### config.mk
export PLATFORM = sky130hd
export DESIGN_NAME = qpd_signal_synth
export DESIGN_NICKNAME = d
export VERILOG_FILES = /design/src/rtl/qpd_synth_pkg.sv /design/src/rtl/sat_frac_mult.sv /design/src/rtl/qpd_signal_synth.sv
export SDC_FILE = /design/constraint.sdc
export NUM_CORES = 2
export LEC_CHECK = 0
export ABC_AREA = 1
export CORE_UTILIZATION = 47
export CTS_BUF_LIST = sky130_fd_sc_hd__clkbuf_4
export DETAILED_ROUTE_END_ITERATION = 12
export HOLD_SLACK_MARGIN = 0.03
export PLACE_DENSITY = 0.72
export SLEW_MARGIN = 20
export SYNTH_ARGS = -nofsm -noshare
export SYNTH_HDL_FRONTEND = slang
export SYNTH_HIERARCHICAL = 1
export SYNTH_SLANG_ARGS = --single-unit
### constraint.sdc
create_clock -name clk -period 9.8 [get_ports clk]
set_clock_uncertainty 0.05 [all_clocks]
set_input_delay 1.96 -clock clk [delete_from_list [all_inputs] [get_ports clk]]
set_output_delay 1.96 -clock clk [all_outputs]
set_load 0.03 [all_outputs]
### src/rtl/qpd_synth_pkg.sv
// Shared widths, FSM encoding and saturation helper for the QPD signal synthesizer.
package qpd_synth_pkg;

    // Default widths and Q-format fractional bit counts
    localparam int QPD_DATA_W     = 16;
    localparam int QPD_DATA_FRAC  = 15;
    localparam int QPD_COEFF_W    = 10;
    localparam int QPD_COEFF_FRAC = 8;
    localparam int QPD_DIV_W      = 16;

    // Width of the intermediate used when clamping sums to the data range
    localparam int SAT_IN_W = 40;

    // Ramp controller states
    typedef enum logic {
        ST_IDLE = 1'b0,
        ST_RAMP = 1'b1
    } state_e;

    // Clamp a wide signed value to the signed range of a w-bit word.
    // The result stays SAT_IN_W wide; callers keep the low w bits.
    function automatic logic signed [SAT_IN_W-1:0] sat_wide(
        input logic signed [SAT_IN_W-1:0] v,
        input int                         w
    );
        logic signed [SAT_IN_W-1:0] hi;
        logic signed [SAT_IN_W-1:0] lo;
        hi = (SAT_IN_W'(1) <<< (w - 1)) - SAT_IN_W'(1);
        lo = ~hi;
        if (v > hi) return hi;
        if (v < lo) return lo;
        return v;
    endfunction

endpackage

### src/rtl/sat_frac_mult.sv
// Signed fractional multiplier: a*b at full precision, arithmetic shift
// right (floor), saturate to OUT_W, one register stage loaded when en is high.
module sat_frac_mult #(
    parameter int A_W   = 16,
    parameter int B_W   = 10,
    parameter int SHIFT = 8,
    parameter int OUT_W = 16
) (
    input  logic                    clk,
    input  logic                    reset,
    input  logic                    en,
    input  logic signed [A_W-1:0]   a_i,
    input  logic signed [B_W-1:0]   b_i,
    output logic signed [OUT_W-1:0] y_o
);

    localparam int P_W = A_W + B_W;
    localparam logic signed [OUT_W-1:0] Y_MAX = {1'b0, {(OUT_W-1){1'b1}}};
    localparam logic signed [OUT_W-1:0] Y_MIN = {1'b1, {(OUT_W-1){1'b0}}};

    logic        [P_W-1:0]   a_ext;
    logic        [P_W-1:0]   b_ext;
    logic signed [P_W-1:0]   prod;
    logic signed [P_W-1:0]   shifted;
    logic signed [OUT_W-1:0] y_d;

    // Product, floor shift and clamp; overflow shows as non-uniform upper bits
    always_comb begin
        a_ext   = {{B_W{a_i[A_W-1]}}, a_i};
        b_ext   = {{A_W{b_i[B_W-1]}}, b_i};
        prod    = a_ext * b_ext;
        shifted = prod >>> SHIFT;
        if (shifted[P_W-1:OUT_W-1] != {(P_W-OUT_W+1){shifted[P_W-1]}}) begin
            y_d = shifted[P_W-1] ? Y_MIN : Y_MAX;
        end else begin
            y_d = shifted[OUT_W-1:0];
        end
    end

    // Result register holds its value until the next enabled load
    always_ff @(posedge clk) begin
        if (reset) begin
            y_o <= '0;
        end else if (en) begin
            y_o <= y_d;
        end
    end

endmodule

### src/rtl/qpd_signal_synth.sv
// Quadrant-photodiode plant emulator: slews bead position toward commanded
// targets and synthesizes XDIFF/YDIFF/SUM through a three-stage pipeline.
// Handshake: a target is transferred on a cycle where target_valid and
// target_ready are both high; target_ready is high only in IDLE out of reset.
module qpd_signal_synth
    import qpd_synth_pkg::*;
#(
    parameter int DATA_W     = QPD_DATA_W,
    parameter int DATA_FRAC  = QPD_DATA_FRAC,
    parameter int COEFF_W    = QPD_COEFF_W,
    parameter int COEFF_FRAC = QPD_COEFF_FRAC,
    parameter int DIV_W      = QPD_DIV_W
) (
    input  logic                      clk,
    input  logic                      reset,
    input  logic                      enable,
    input  logic        [DIV_W-1:0]   sample_div,
    input  logic signed [DATA_W-1:0]  target_x,
    input  logic signed [DATA_W-1:0]  target_y,
    input  logic signed [DATA_W-1:0]  target_z,
    input  logic                      target_valid,
    output logic                      target_ready,
    input  logic        [DATA_W-1:0]  step_limit,
    input  logic signed [DATA_W-1:0]  sum_base,
    input  logic signed [COEFF_W-1:0] sum_slope,
    input  logic signed [COEFF_W-1:0] diff_gain,
    input  logic signed [DATA_W-1:0]  feedback,
    input  logic                      feedback_valid,
    input  logic signed [COEFF_W-1:0] feedback_gain,
    output logic signed [DATA_W-1:0]  XDIFF,
    output logic signed [DATA_W-1:0]  YDIFF,
    output logic signed [DATA_W-1:0]  SUM,
    output logic                      out_valid,
    output logic                      busy,
    output logic                      at_target
);

    // Move pos toward tgt by at most lim; lim of zero means jump. The delta
    // is one bit wider than the data so opposite-sign endpoints cannot wrap.
    function automatic logic signed [DATA_W-1:0] step_toward(
        input logic signed [DATA_W-1:0] pos,
        input logic signed [DATA_W-1:0] tgt,
        input logic        [DATA_W-1:0] lim
    );
        logic signed [DATA_W:0] delta;
        logic        [DATA_W:0] mag;
        delta = {tgt[DATA_W-1], tgt} - {pos[DATA_W-1], pos};
        mag   = delta[DATA_W] ? -delta : delta;
        if (lim == '0 || mag <= {1'b0, lim}) return tgt;
        if (delta[DATA_W]) return pos - lim;
        return pos + lim;
    endfunction

    state_e                    state_q, state_d;
    logic        [DIV_W-1:0]   cnt_q, cnt_d;
    logic                      tick;
    logic                      accept;
    logic                      all_eq;
    logic signed [DATA_W-1:0]  tgt_in [3];
    logic signed [DATA_W-1:0]  tgt_q  [3];
    logic signed [DATA_W-1:0]  pos_q  [3];
    logic signed [DATA_W-1:0]  pos_d  [3];
    logic signed [DATA_W-1:0]  fb_offset;
    logic signed [SAT_IN_W-1:0] xe_wide, sum_wide;
    logic signed [DATA_W-1:0]  xe_d, xe_q, ye_q;
    logic signed [DATA_W+1:0]  slope_q;
    logic signed [DATA_W-1:0]  sum_s1, sum2_q, sum3_q;
    logic signed [DATA_W-1:0]  xs_q, ys_q;
    logic                      v1_q, v2_q, v3_q;

    assign tgt_in[0] = target_x;
    assign tgt_in[1] = target_y;
    assign tgt_in[2] = target_z;
    assign accept    = target_valid && target_ready;
    assign all_eq    = (pos_q[0] == tgt_q[0]) && (pos_q[1] == tgt_q[1]) && (pos_q[2] == tgt_q[2]);

    // Sample divider: tick when the count reaches sample_div, idle when disabled
    always_comb begin
        tick  = enable && (cnt_q >= sample_div);
        cnt_d = (!enable || tick) ? '0 : cnt_q + 1'b1;
    end

    // Divider count register
    always_ff @(posedge clk) begin
        if (reset) cnt_q <= '0;
        else       cnt_q <= cnt_d;
    end

    // FSM state register
    always_ff @(posedge clk) begin
        if (reset) state_q <= ST_IDLE;
        else       state_q <= state_d;
    end

    // FSM next state: accept in IDLE, leave RAMP the cycle after arrival
    always_comb begin
        state_d = state_q;
        case (state_q)
            ST_IDLE: if (accept) state_d = ST_RAMP;
            ST_RAMP: if (all_eq) state_d = ST_IDLE;
            default: state_d = ST_IDLE;
        endcase
    end

    // FSM outputs; ready is held low while reset is asserted
    always_comb begin
        target_ready = (state_q == ST_IDLE) && !reset;
        busy         = (state_q == ST_RAMP);
        at_target    = (state_q == ST_IDLE);
    end

    // Per-axis slew on each tick while ramping
    always_comb begin
        pos_d = pos_q;
        if (state_q == ST_RAMP && tick) begin
            for (int i = 0; i < 3; i++) pos_d[i] = step_toward(pos_q[i], tgt_q[i], step_limit);
        end
    end

    // Position and latched target registers
    always_ff @(posedge clk) begin
        if (reset) begin
            for (int i = 0; i < 3; i++) begin
                pos_q[i] <= '0;
                tgt_q[i] <= '0;
            end
        end else begin
            pos_q <= pos_d;
            if (accept) tgt_q <= tgt_in;
        end
    end

    // Feedback displacement, updated whenever the controller presents a value
    sat_frac_mult #(.A_W(DATA_W), .B_W(COEFF_W), .SHIFT(COEFF_FRAC), .OUT_W(DATA_W)) u_fb (
        .clk(clk), .reset(reset), .en(feedback_valid),
        .a_i(feedback), .b_i(feedback_gain), .y_o(fb_offset)
    );

    // S1 z-slope term; two extra bits keep the product exact before the add
    sat_frac_mult #(.A_W(DATA_W), .B_W(COEFF_W), .SHIFT(COEFF_FRAC), .OUT_W(DATA_W + 2)) u_slope (
        .clk(clk), .reset(reset), .en(tick),
        .a_i(pos_d[2]), .b_i(sum_slope), .y_o(slope_q)
    );

    // S1 effective x (position plus feedback) and S2 sum, both clamped
    always_comb begin
        xe_wide  = sat_wide(SAT_IN_W'(pos_d[0]) + SAT_IN_W'(fb_offset), DATA_W);
        xe_d     = xe_wide[DATA_W-1:0];
        sum_wide = sat_wide(SAT_IN_W'(sum_base) + SAT_IN_W'(slope_q), DATA_W);
        sum_s1   = sum_wide[DATA_W-1:0];
    end

    // Pipeline data and valid registers; reset drops any in-flight sample
    always_ff @(posedge clk) begin
        if (reset) begin
            xe_q   <= '0;
            ye_q   <= '0;
            sum2_q <= '0;
            sum3_q <= '0;
            v1_q   <= 1'b0;
            v2_q   <= 1'b0;
            v3_q   <= 1'b0;
        end else begin
            v1_q <= tick;
            v2_q <= v1_q;
            v3_q <= v2_q;
            if (tick) begin
                xe_q <= xe_d;
                ye_q <= pos_d[1];
            end
            if (v1_q) sum2_q <= sum_s1;
            if (v2_q) sum3_q <= sum2_q;
        end
    end

    // S2 scale positions by SUM (Q1.15)
    sat_frac_mult #(.A_W(DATA_W), .B_W(DATA_W), .SHIFT(DATA_FRAC), .OUT_W(DATA_W)) u_xs (
        .clk(clk), .reset(reset), .en(v1_q), .a_i(xe_q), .b_i(sum_s1), .y_o(xs_q)
    );
    sat_frac_mult #(.A_W(DATA_W), .B_W(DATA_W), .SHIFT(DATA_FRAC), .OUT_W(DATA_W)) u_ys (
        .clk(clk), .reset(reset), .en(v1_q), .a_i(ye_q), .b_i(sum_s1), .y_o(ys_q)
    );

    // S3 diff-channel gain; these registers are the held outputs
    sat_frac_mult #(.A_W(DATA_W), .B_W(COEFF_W), .SHIFT(COEFF_FRAC), .OUT_W(DATA_W)) u_xd (
        .clk(clk), .reset(reset), .en(v2_q), .a_i(xs_q), .b_i(diff_gain), .y_o(XDIFF)
    );
    sat_frac_mult #(.A_W(DATA_W), .B_W(COEFF_W), .SHIFT(COEFF_FRAC), .OUT_W(DATA_W)) u_yd (
        .clk(clk), .reset(reset), .en(v2_q), .a_i(ys_q), .b_i(diff_gain), .y_o(YDIFF)
    );

    assign SUM       = sum3_q;
    assign out_valid = v3_q;

endmodule

* After elaboration in Yosys (flattened, before gate mapping)
Index checks and enable logic that the tools add are counted.
** Word-level totals
- Register bits :: 278
- Bits of input ports :: 147
- Word-level logic and storage cells :: 131
** Cells by class
- Add/sub/neg operators :: 15
- Multipliers :: 6
- Magnitude comparators :: 8
- Eq/ne operators :: 8
- Multiplexer cells :: 58
- Bitwise operators :: 1
- Reduce and logical (&&, ||, !) cells :: 14
** Operators with widths (number)
- $mux 16 :: 30
- $mul 16x10->26 :: 4
- $mul 16x16->32 :: 2
- $le 17x16->1 :: 3
- $mux 17 :: 3
- $neg 17->17 :: 3
- $sub 16x16->17 :: 3
- $add 16x16->16 :: 3
- $eq 16x16->1 :: 3
- $mux 48 :: 1
- $sub 16x16->16 :: 3
- $mux 1 :: 23
- $add 16x18->19 :: 1
- $gt 19x16->1 const B :: 1
- $lt 19x16->1 const B :: 1
- $add 16x16->17 :: 1
- $gt 17x16->1 const B :: 1
- $lt 17x16->1 const B :: 1
- $add 16x1->16 const B :: 1
- $ge 16x16->1 :: 1
- $logic_not 16->1 :: 1
- $logic_and 1x1->1 :: 6
- $ne 2x2->1 :: 3
- $logic_or 1x1->1 :: 4
- 5 further kinds :: 7

* Longest topological paths before layout
- Word-level depth :: 18
- Depth in mapped cells :: 62

* By module
The synthesis kept the hierarchy.
** By module, submodules not included
- qpd_signal_synth :: instances 1, cells an instance 2838, area an instance 17553.1 sq um
- sat_frac_mult (u_xs) :: instances 1, cells an instance 1488, area an instance 11141.9 sq um
- sat_frac_mult (u_ys) :: instances 1, cells an instance 1469, area an instance 11113.2 sq um
- sat_frac_mult (u_yd) :: instances 1, cells an instance 997, area an instance 7295.7 sq um
- sat_frac_mult (u_xd) :: instances 1, cells an instance 990, area an instance 7243.2 sq um
- sat_frac_mult (u_fb) :: instances 1, cells an instance 998, area an instance 7111.8 sq um
- sat_frac_mult (u_slope) :: instances 1, cells an instance 962, area an instance 6907.9 sq um

* Worst setup path before layout
No wires, ideal clock.
- Path kind :: input port to flip-flop
- Start :: in sum_base[0]
- End :: reg u_ys.y_o[0]
- Setup time :: 0.120 ns
- Data arrival time :: 9.462 ns
- Required time :: 9.630 ns
- Slack :: 0.168 ns
- Stages :: 40
- Path buffers :: 4
- Path through :: ha_1 -> inv_1 -> fa_1 -> o21ai_1 -> nand2_1 -> a21oi_1 -> nand2_1 -> nand2_1 -> nand3_1 -> nand3b_1 -> nand2_1 -> nor2_1 -> nand2_1 -> nand2_1 -> buf_4 -> nand2_1 -> nand2_1 -> clkbuf_1 -> [4 not listed] -> fa_1 -> fa_1 -> fa_1 -> fa_1 -> inv_1 -> fa_1 -> inv_1 -> ha_1 -> a21oi_1 -> a21boi_1 -> nand2_1 -> a21oi_1 -> nand2_1 -> nand2_2 -> nand2_2 -> a21oi_4 -> buf_6 -> a21oi_1
** On the way
- Cells in the longest elaborated chain, start to end :: 9
- Elaborated cells between the ends (all ways) :: 13
- Classes of those cells :: add/sub (1); mul (1); order compare (2); eq/ne (1); mux (8)
** Ends and longest elaborated chain
- start, declared :: RTL line qpd_signal_synth.sv:24 : input logic signed [DATA_W-1:0] sum_base,
- $add 16x18->19 (*) :: RTL line qpd_signal_synth.sv:149 : sum_wide = sat_wide(SAT_IN_W'(sum_base) + SAT_IN_W'(slope_q), DATA_W);
- $lt 19x16->1 :: RTL line qpd_synth_pkg.sv:31 : if (v < lo) return lo;
- $mux 1 (2 in series) :: RTL line qpd_synth_pkg.sv:31
- $mux 16 :: RTL line qpd_synth_pkg.sv:32 : return v;
- $mux 16 (*) :: RTL line qpd_synth_pkg.sv:31
- via sum_wide[3] :: RTL line qpd_signal_synth.sv:64 : logic signed [SAT_IN_W-1:0] xe_wide, sum_wide;
- $mul 16x16->32 (*) :: RTL line sat_frac_mult.sv:31 : prod = a_ext * b_ext;
- $mux 16 or $ne 1x1->1 (tied branches) :: RTL line sat_frac_mult.sv:34, sat_frac_mult.sv:33
- $mux 16 (*) :: RTL line sat_frac_mult.sv:33 : if (shifted[P_W-1:OUT_W-1] != {(P_W-OUT_W+1){shifted[P_W-1]}}) begin
- end signal, assigned :: RTL line sat_frac_mult.sv:45 : y_o <= y_d;
- end, declared :: RTL line sat_frac_mult.sv:14 : output logic signed [OUT_W-1:0] y_o
Mark *: on every way through the listed nets, which the timed path passes. The rest lies on a longest branch. The select of a mux whose other input is x is not followed.
A chain may end at the register's enable or synchronous reset.

* Worst setup path in the final report
- Start :: in sum_base[0]
- End :: reg u_ys.y_o[7]
The elaborated chain is that of the path after synthesis.

==> metrics list <==
- The worst path uses 95.09% of the clock period.
- Timing would allow up to between 100 and 150 MHz.
- Unique cell type count in the Yosys netlist: 60
- Most frequent cells in the layout: sky130_fd_sc_hd__nand2_1 (2565), sky130_fd_sc_hd__inv_1 (2447), sky130_fd_sc_hd__fa_1 (1082), sky130_fd_sc_hd__nor2_1 (651), sky130_fd_sc_hd__ha_1 (586)
- In this run the clock root is driven by a sky130_fd_sc_hd__clkbuf_4.
- Fraction of power consumed by the clock network: around 16%
- Timing analysis after detailed placement gives a worst setup slack of -435.1 ps.
- Crit Path Category: in -> reg
- Measured along the y axis, the die boundary spans 383.4 µm.
- After synthesis, the mean cell area works out to 7.018 µm².
- Number of flip-flops and latches in the synthesized netlist: about 280
- Of all nets on the critical path, the largest fanout is 15.
* Part of the total power dissipated in combinational logic: 67.0%
- For this run, the register share of the synthesized area comes to approximately 8%.
- Max stage delay cell, worst path: sky130_fd_sc_hd__fa_1
* Layout-stage area growth over the synthesis result: 11.74%
- Post-Synthesis Net Count: about 12000
- Net switching is 51.76% of the power.
* Number of antenna violations at the first check in global routing: 5
- Leading cell types by total area after synthesis: sky130_fd_sc_hd__fa_1 (32%), sky130_fd_sc_hd__nand2_1 (14%), sky130_fd_sc_hd__inv_1 (13%), sky130_fd_sc_hd__ha_1 (11%), sky130_fd_sc_hd__dfxtp_1 (8.1%)
* Max_slew headroom: between 30% and 40%
- CTS tree: done
* Required time at the endpoint of the critical path: around 11000 ps
- Effective utilization at floorplan: 47.48%
- # H-tree levels: 3
- Final worst setup slack: just under 500 ps
- Arrival time of the worst setup path: 10120 ps
* Number of failing setup endpoints in the final timing report: 0
* Sum of net half-perimeters after detailed placement: around 160000 µm
- At the end of routability-driven placement, the weighted congestion stood at between 0.9 and 1.
- The biggest area contributor in the post-synthesis netlist is sky130_fd_sc_hd__fa_1.
* Post-detailed-route via-to-cell ratio: between 5 and 6
- Buffers plus inverters on the worst setup path: 11
* Vias after detailed routing: a little over 60000
- At the pin with the least slew margin, the transition time is approximately 1000 ps.
- Leaving out fill and tap cells, the most frequent cell in the layout is sky130_fd_sc_hd__nand2_1.
- Leakage power of the design: 44.56 nW
* Number of global-route vias before repair: about 64000
- The kind of cell with the highest combined delay along the critical path is adder cells.
- The filler cells instantiated in the layout total approximately 14000.
- Clock tree sinks: around 280
- For this run the aggregate overflow at the end of global routing stands at 0.
- Clock Path Buffers: 3
- At the later pin of the worst-skew pair, clock insertion delay measures roughly 1000 ps.
* Final Max Slew Viols: 0
- Clk slew on worst S/H paths: approximately 60 ps
- After synthesis the cells add up to between 60000 and 70000 µm².
- Core area: between 100000 and 150000 µm²
* Routed wirelength normalized by instance count: ~16 µm
- Number of instances in the synthesized netlist: about 9700
* Minimum period implied by the final worst setup slack: a little over 9000 ps
- Detailed Route WL: approximately 190000 µm
- The analysis attributes to net switching a power of around 3.8 mW.
- Proportion of register bits with asynchronous set or reset after synthesis: 0%
- Number of hold buffers added after CTS: 0
- DRT antenna net count: 0
* Largest registers ranked by flip-flop count: pos_q (48), tgt_q (48), u_slope/y_o (18)
* Sequential fraction of design power: ~17%
* DRC marker count from the first detailed-route iteration: between 3000 and 4000
- # DRC: 12
* HP Class: reg -> reg
* Number of buffers added for setup after CTS: 0
- The floorplan has between 100 and 150 rows.
- The most used flip-flop cell after synthesis is sky130_fd_sc_hd__dfxtp_1.
* Floorplan die area: roughly 150000 µm²
- Width of the chip: 383.4 µm
* Violations in the final reports: design-rule violations
- Input and output buffers added on the ports amount to 198.
- On the worst path, the slowest cell contributes a delay of 550 ps.
- Pwr dens: ~96 nW/µm²
* Fraction of final layout cells sized beyond drive strength 1: just under 9%
- Crit end category: register
* Overall power of the completed layout: between 7 and 8 mW
- The flow ran to the end, but the final reports show violations.
* Internal power: 3.523 mW
* Global-route wire length before repair: about 310000 µm
- Cell occurring most often along the worst timing path: sky130_fd_sc_hd__nand2_1
- Of the post-synthesis cell area, the dominant cell type holds 31.68%.
- Number of I/O pins: around 200
* Layout Nets: 12000
- Global-route total usage across every layer: between 20% and 30%
- The worst-case IR drop observed on VDD is between 0.0002 and 0.00025 V.
- Maximum number of pins on one net before global-route repair: roughly 110
- Critical path startpoint category: input port
- Max-cap violation count: 0
* Initial DRT Pass Iterations: 13
- In this run, synthesis inferred 0 flip-flops with an integrated enable.
- Clock tree synthesis inserted a total of 86 buffers.
* Final hold violations: 0
* Count of warnings emitted by yosys: 6
## layout make-up
class,instances,area [µm²],area share (%)
multi-input cells,6634,51980,68.05
inverters,2471,9275,12.14
repair buffers,711,6110,7.998
flip-flops and latches,278,5568,7.289
well taps,1903,2381,3.117
clock buffers,108,810.8,1.061
clock inverters,45,251.5,0.3292
diodes,6,15.01,0.01965
## logic make-up after synthesis
| kind of cell | count (synthesis) | share of synthesized area [%] |
|---|---|---|
| flip-flops | 278 | 8.140 |
| buffers and inverters | 2830 | 15.89 |
| AND/OR/NAND/NOR | 3937 | 24.06 |
| XOR/XNOR | 238 | 3.082 |
| adder cells (fa/ha/maj) | 1668 | 42.41 |
| AO/OA/AOI/OAI | 791 | 6.418 |
## per-layer routing
metal  GRT usage, %  part of all wire, %  up-vias
met5              0                    0        -
met1          34.25                   44    29420
met4          8.160                  3.0        0
met3          4.069                  6.5      370
li1               -                    -    29570
met2          44.71                   47     1923
## per-stage QoR
| step | setup TNS, ps | instances | area [µm²] | hold slack, ps | util [%] |
|---|---|---|---|---|---|
| 3_5_place_dp | -14010 | 12000 | 75280 | 408.1 | 52.28 |
| 2_1_floorplan | 0 | 9742 | 68370 | 379.7 | - |
| 5_1_grt | -21.73 | 12150 | 76390 | 454.7 | 53.05 |
| 4_1_cts | 0 | 12150 | 76340 | 416.6 | 53.01 |
| 6_report | 0 | 12160 | 76390 | 414.2 | 53.05 |
| 3_3_place_gp | -9498 | 12000 | 75280 | 393.2 | 52.28 |
## power by group through the flow
| stage | sequential (mW) | combinational [mW] | clock, mW |
|---|---|---|---|
| 2_1_floorplan | 1.22 | 3.73 | 0 |
| 3_3_place_gp | 1.24 | 4.73 | 0 |
| 3_5_place_dp | 1.24 | 4.83 | 0 |
| 4_1_cts | 1.21 | 4.86 | 1.24 |
| 5_1_grt | 1.22 | 5.56 | 1.30 |
| 6_report | 1.21 | 4.89 | 1.20 |
## repair_timing
action,CTS,global route
resized for setup,0,13
setup endpoints to repair,0,24
endpoints found under the hold margin,0,0
## cells in the mapped netlist, types with 4 or more instances
| cell type | count |
|---|---|
| sky130_fd_sc_hd__clkbuf_1 | 294 |
| sky130_fd_sc_hd__inv_1 | 2452 |
| sky130_fd_sc_hd__a31oi_1 | 12 |
| sky130_fd_sc_hd__a21o_1 | 21 |
| sky130_fd_sc_hd__o211ai_1 | 9 |
| sky130_fd_sc_hd__inv_2 | 17 |
| sky130_fd_sc_hd__nor2_4 | 6 |
| sky130_fd_sc_hd__buf_2 | 18 |
| sky130_fd_sc_hd__nand2_4 | 15 |
| sky130_fd_sc_hd__nand2_1 | 2567 |
| sky130_fd_sc_hd__a21oi_1 | 360 |
| sky130_fd_sc_hd__buf_6 | 17 |
| sky130_fd_sc_hd__o21bai_1 | 31 |
| sky130_fd_sc_hd__nand3_1 | 386 |
| sky130_fd_sc_hd__nand3b_1 | 35 |
| sky130_fd_sc_hd__nor3_1 | 53 |
| sky130_fd_sc_hd__nor4_1 | 5 |
| sky130_fd_sc_hd__o21ai_1 | 9 |
| sky130_fd_sc_hd__nor2_1 | 652 |
| sky130_fd_sc_hd__buf_1 | 17 |
| sky130_fd_sc_hd__ha_1 | 586 |
| sky130_fd_sc_hd__o21a_1 | 9 |
| sky130_fd_sc_hd__xnor2_1 | 87 |
| sky130_fd_sc_hd__nand4_1 | 50 |
| sky130_fd_sc_hd__a21oi_2 | 46 |
| sky130_fd_sc_hd__a211oi_1 | 4 |
| sky130_fd_sc_hd__o21ai_0 | 276 |
| sky130_fd_sc_hd__nor2_2 | 13 |
| sky130_fd_sc_hd__buf_4 | 9 |
| sky130_fd_sc_hd__or2_2 | 17 |
| sky130_fd_sc_hd__nand3_2 | 45 |
| sky130_fd_sc_hd__nor3b_1 | 5 |
| sky130_fd_sc_hd__nand2_2 | 67 |
| sky130_fd_sc_hd__fa_1 | 1082 |
| sky130_fd_sc_hd__nor3_2 | 7 |
| sky130_fd_sc_hd__dfxtp_1 | 278 |
| sky130_fd_sc_hd__xor2_1 | 148 |
## worst reg2reg max path: cells and delay by family, from the launching register on
family          cells  cell delay, ps
fa+ha+maj           9            3750
simple gates       33            3350
buf+inv            11            1160
xor+xnor            2             410
flops               1             310
compound gates      1             110
## final timing paths
| path | cells after the start | end | slack (ps) | from |
|---|---|---|---|---|
| hold reg to reg | 1 | cnt_q[0]$_SDFF_PP0_ | 410 | cnt_q[0]$_SDFF_PP0_ |
| setup reg to reg | 56 | u_slope/y_o[5]$_SDFFE_PP0P_ | 530 | tgt_q[0]$_SDFFE_PP0P_ |
| hold / removal | 1 | cnt_q[0]$_SDFF_PP0_ | 410 | cnt_q[0]$_SDFF_PP0_ |
| setup / recovery | 44 | u_ys/y_o[7]$_SDFFE_PP0P_ | 480 | sum_base[0] |
Power figures use the tool's default switching activity.
